===== src/rtl/uart_tx_arbiter.sv =====
// Round-robin arbiter that shares one UART transmitter between N_REQ byte sources,
// granting one frame at a time and holding off for frame time plus an inter-frame gap.
module uart_tx_arbiter #(
    parameter int N_REQ        = 4,
    parameter int CLKS_PER_BIT = 1,
    parameter int FRAME_BITS   = 10,
    parameter int GAP_CYCLES   = 1
) (
    input  logic                     i_CLK,
    input  logic                     i_RST,
    input  logic [N_REQ-1:0]         i_REQ,
    input  logic [8*N_REQ-1:0]       i_DATA,
    output logic [N_REQ-1:0]         o_GRANT,
    output logic [$clog2(N_REQ)-1:0] o_GRANT_IDX,
    output logic [7:0]               o_TX_DATA,
    output logic                     o_TX_ENABLE,
    output logic                     o_BUSY,
    output logic [1:0]               o_STATE
);

    localparam int IW = $clog2(N_REQ);
    localparam int F  = FRAME_BITS * CLKS_PER_BIT;
    localparam int CW = $clog2(F + GAP_CYCLES + 1);
    localparam logic [CW-1:0] FRAME_LOAD = CW'(F - 1);
    localparam logic [CW-1:0] GAP_LOAD   = CW'((GAP_CYCLES > 0) ? GAP_CYCLES - 1 : 0);

    typedef enum logic [1:0] {
        S_IDLE = 2'd0,
        S_LOAD = 2'd1,
        S_WAIT = 2'd2,
        S_GAP  = 2'd3
    } state_t;

    state_t           state_q, state_d;
    logic [CW-1:0]    cnt_q, cnt_d;
    logic [IW-1:0]    ptr_q, ptr_d;
    logic [N_REQ-1:0] grant_q, grant_d;
    logic [IW-1:0]    idx_q, idx_d;
    logic [7:0]       data_q, data_d;
    logic             en_q, en_d;
    logic             busy_q, busy_d;

    logic [IW-1:0]    win;
    logic [IW-1:0]    scan_idx;
    logic [N_REQ-1:0] win_onehot;
    logic [7:0]       win_data;

    // Scan downward in distance so the closest requester after the pointer is the last to write win.
    always_comb begin
        win      = ptr_q;
        scan_idx = '0;
        for (int off = N_REQ; off >= 1; off--) begin
            scan_idx = IW'((int'(ptr_q) + off) % N_REQ);
            if (i_REQ[scan_idx]) begin
                win = scan_idx;
            end
        end
    end

    always_comb begin
        win_onehot = '0;
        win_data   = '0;
        for (int k = 0; k < N_REQ; k++) begin
            if (win == IW'(k)) begin
                win_onehot[k] = 1'b1;
                win_data      = i_DATA[8*k +: 8];
            end
        end
    end

    always_comb begin
        state_d = state_q;
        cnt_d   = cnt_q;
        ptr_d   = ptr_q;
        grant_d = '0;
        en_d    = 1'b0;
        idx_d   = idx_q;
        data_d  = data_q;
        case (state_q)
            S_IDLE: begin
                if (|i_REQ) begin
                    state_d = S_LOAD;
                    grant_d = win_onehot;
                    en_d    = 1'b1;
                    idx_d   = win;
                    data_d  = win_data;
                    ptr_d   = win;
                end
            end
            S_LOAD: begin
                state_d = S_WAIT;
                cnt_d   = FRAME_LOAD;
            end
            S_WAIT: begin
                if (cnt_q == '0) begin
                    if (GAP_CYCLES == 0) begin
                        state_d = S_IDLE;
                    end else begin
                        state_d = S_GAP;
                        cnt_d   = GAP_LOAD;
                    end
                end else begin
                    cnt_d = cnt_q - CW'(1);
                end
            end
            S_GAP: begin
                if (cnt_q == '0) begin
                    state_d = S_IDLE;
                end else begin
                    cnt_d = cnt_q - CW'(1);
                end
            end
            default: state_d = S_IDLE;
        endcase
        busy_d = (state_d != S_IDLE);
    end

    always_ff @(posedge i_CLK) begin
        if (i_RST) begin
            state_q <= S_IDLE;
            cnt_q   <= '0;
            ptr_q   <= IW'(N_REQ - 1);
            grant_q <= '0;
            idx_q   <= '0;
            data_q  <= '0;
            en_q    <= 1'b0;
            busy_q  <= 1'b0;
        end else begin
            state_q <= state_d;
            cnt_q   <= cnt_d;
            ptr_q   <= ptr_d;
            grant_q <= grant_d;
            idx_q   <= idx_d;
            data_q  <= data_d;
            en_q    <= en_d;
            busy_q  <= busy_d;
        end
    end

    assign o_GRANT     = grant_q;
    assign o_GRANT_IDX = idx_q;
    assign o_TX_DATA   = data_q;
    assign o_TX_ENABLE = en_q;
    assign o_BUSY      = busy_q;
    assign o_STATE     = state_q;

endmodule


===== config.mk =====
export PLATFORM = sky130hd
export DESIGN_NAME = uart_tx_arbiter
export DESIGN_NICKNAME = d
export VERILOG_FILES = /design/src/rtl/uart_tx_arbiter.sv
export SDC_FILE = /design/constraint.sdc
export NUM_CORES = 1
export LEC_CHECK = 0
export ABC_CLOCK_PERIOD_IN_PS = 5000
export BUFFER_PORTS_ARGS = -buffer_cell sky130_fd_sc_hd__buf_2
export CAP_MARGIN = 20
export CORE_UTILIZATION = 48
export CTS_CLUSTER_DIAMETER = 100
export DETAILED_ROUTE_END_ITERATION = 10
export PLACE_DENSITY = 0.85
export SLEW_MARGIN = 25
export SYNTH_ARGS = -nofsm -noshare
export SYNTH_HDL_FRONTEND = slang
export SYNTH_SLANG_ARGS = --single-unit

===== constraint.sdc =====
create_clock -name i_CLK -period 5 [get_ports i_CLK]
set_input_delay 0 -clock i_CLK [delete_from_list [all_inputs] [get_ports i_CLK]]
set_output_delay 0 -clock i_CLK [all_outputs]
set_load 0.02 [all_outputs]

==> results.toml <==
[global_routing]
number_of_global_route_vias_before_repair = 1049
grt-ovfl-total = 0
grt_start_max_net_pins = 17
combined_global_route_utilization_of_all_metal_layers = 0.233
grt_pass1_wl_um = 4520
antenna_found_initial = 0

[critical_path]
worstPathArrival_ps = 3210
required_ps = 5220
crit-reg2reg-launch = "ptr_q[1]"
worst_setup_path_start_kind = "flop"
end_kind = "flop"
startpoint_of_the_worst_setup_timing_path = "ptr_q[1]"
largest_driver_fanout_on_the_critical_path = 16
worstSetupPathType = "flop to flop"

[cts]
clock-sinks = 24
latest_clock_arrival_within_the_worst_skew_pair_ps = 320
cts_repair_resize_count = 0
tritoncts = "done"
cts-hold-fix-buffers = 6
cts_max_level = 1
post_cts_buffers = 0
cts-buffers-inserted = 3
cts.path.max_buffers = 2
cts.clk_slew.worst_paths_ps = 130
root_buffer = "clkbuf_4"

[logic_synthesis]
yosys_register_bits = 24
synth_edf_count = 0
post_synth_fa_ha_maj_area_fraction = 0.0217
syn-mean-instance-area_um2 = 9.16
distinct_cell_type_count_of_the_synthesized_netlist = 32
area_share_of_and_or_nand_nor_cells_after_synthesis = 0.205
main_combinational_cell_family_by_area_after_synthesis = "simple AND/OR/NAND/NOR gates"
synth_top_flop_cell = "dfxtp_1"
netlist_instances = 126
synth_seq_area_share = 0.416
muxShareOfSynthArea = 0.148
yosys_warnings = 0
mappedNetlistArea_um2 = 1150
synth_xor_xnor_area_share = 0.00759
synth_fp_nets = 166
postSynth.asyncResetShare = 0
synth-compound-area-share = 0.157

[timing]
post-route-min-period_ps = 2990
timing.hold.ws_ps = -7.76
hold_viol_final = 3
timing.final.max_slew_violations = 0
final.period_utilization = 0.599
report.final.setup_viol = 0
max_clock_freq_ghz = 0.334
grt_setup_unrepaired = "false"
finalClockSkew_ps = 7.10
timing.slew.headroom = 0.476
tns_ps = 0
tightest_slew_ps = 779

[cells_and_area]
area_occupied_by_multi_input_gates_um2 = 628
commonest_non_fill_non_tap_cell_in_the_layout = "buf_2"
diodes = 0
layout.cells.non_filler = 218
layout.nets = 231
layout_common_cells = "buf_2 (55), dfxtp_1 (24), mux2i_1 (17)"
area.sequential_um2 = 480
drive_gt1_frac = 0.347
syn2layout_area_growth_pct = 37.1
num-fill-cells = 191

[hold_path]
worst_hold_path_type = "input pin to flop"
timing.hold.worst.start = "i_DATA[15]"

[drt]
number_of_antenna_violating_nets_in_the_routed_design = 0
drt_pre_antenna_iters = 4
remaining_drc_errors = 0
drt_wl_total_um = 3120
wl_per_cell_um = 14.3
vias_per_cell = 5.47
detailroute.via_count = 1193
initialDrtViolationCount = 25

[power]
switching_power_of_the_nets_uw = 256
pwr-share-comb = 0.441
p_leak_nw = 0.764
p_int_uw = 406
peakVddDrop_mv = 0.311
swShare = 0.387
power_density_nw_per_um2 = 419
p_total_uw = 662
clock_power_share = 0.156
flop_pwr_share = 0.402

[floorplan]
core_um2 = 2230
fp-row-count = 17
die_area_um2 = 2600
initial_utilization = 0.517
die_width_um = 51.0
num_io_pins = 56
die_height_um = 51.0

[run_status]
status = "complete, but fails checks"
violations = "hold timing"

[placement]
port_buffers = 55
place.gp.congestion = 0.728
dp_hpwl_um = 2160
number_of_instances_in_the_placed_design = 204

[run]
max_cap_viol_count = 0
==> Yosys cell counts (2+ instances only) <==
library cell	instances	area (um2)
nand2b_1	4	25.0
ha_1	2	25.0
nand2_1	12	45.0
nand3b_1	2	15.0
dfxtp_1	24	480
mux2i_1	17	170
nor4_1	2	12.5
nor3_1	3	15.0
buf_1	2	7.51
buf_2	2	10.0
o221ai_1	8	70.1
a21oi_1	9	45.0
inv_1	5	18.8
nor2_1	14	52.6
o21ai_0	3	15.0
==> kinds of logic (layout without fill, tap and decap cells) <==
family | count (synthesis) | in the layout
fa+ha+maj | 2 | 2
simple gates | 45 | 45
buf+inv | 11 | 75
compound gates | 26 | 26
flops | 24 | 24
xor+xnor | 1 | 1
mux | 17 | 17
==> worst max-delay path, stage by stage, from the launching register on <==
cell	delay (ps)
dfxtp_1	480
nand3b_1	130
a31oi_2	420
buf_4	350
mux2i_1	220
dlygate4sd3_1	580
o221ai_1	110
dlygate4sd3_1	610
==> routing by layer <==
layer  vias up  GRT usage  wire (um)
li1        584          -          -
met1       570      0.246       1300
met2        33      0.447       1660
met3         6     0.0536        114
met4         0     0.0741         48
met5         -          0          0
==> power by group through the flow <==
| stage | clock network, mW | logic, mW | registers (mW) |
|---|---|---|---|
| final | 0.104 | 0.292 | 0.267 |
| after global routing | 0.111 | 0.314 | 0.271 |
| after CTS | 0.103 | 0.282 | 0.264 |
| after detailed placement | 0 | 0.274 | 0.269 |
| after global placement | 0 | 0.266 | 0.265 |
| after floorplan | 0 | 0.161 | 0.302 |
==> sequential cells by signal (all words and copies together), names as in the netlist <==
register	cells
o_TX_ENABLE	1
cnt_q	4
o_TX_DATA	8
o_STATE	2
o_GRANT_IDX	2
ptr_q	2
o_GRANT	4
o_BUSY	1
==> final timing paths <==
kind	to	slack (ps)	cells after the start
min reg2reg	o_GRANT_IDX[1]	470	2
max	o_TX_DATA[1]	2010	7
max reg2reg	o_TX_DATA[1]	2010	7
min	o_TX_DATA[7]	-8	3
==> through the flow <==
stage	setup WS, ps	hold slack, ps	area [um2]	utilization
floorplan	3260	86.5	1150	-
global placement	3220	292	1450	0.647
detailed placement	3140	319	1450	0.647
CTS	2640	0.668	1540	0.690
global route	1910	-10.7	1580	0.708
finish	2010	-7.76	1580	0.708
==> cell type report <==
| type | instances | share of cell area |
|---|---|---|
| Timing Repair Buffer | 66 | 0.242 |
| Sequential cell | 24 | 0.304 |
| Multi-Input combinational cell | 91 | 0.397 |
| Tap cell | 28 | 0.0222 |
| Clock buffer | 4 | 0.0229 |
| Inverter | 5 | 0.0119 |
No activity file was read; power rests on OpenSTA's default activity.
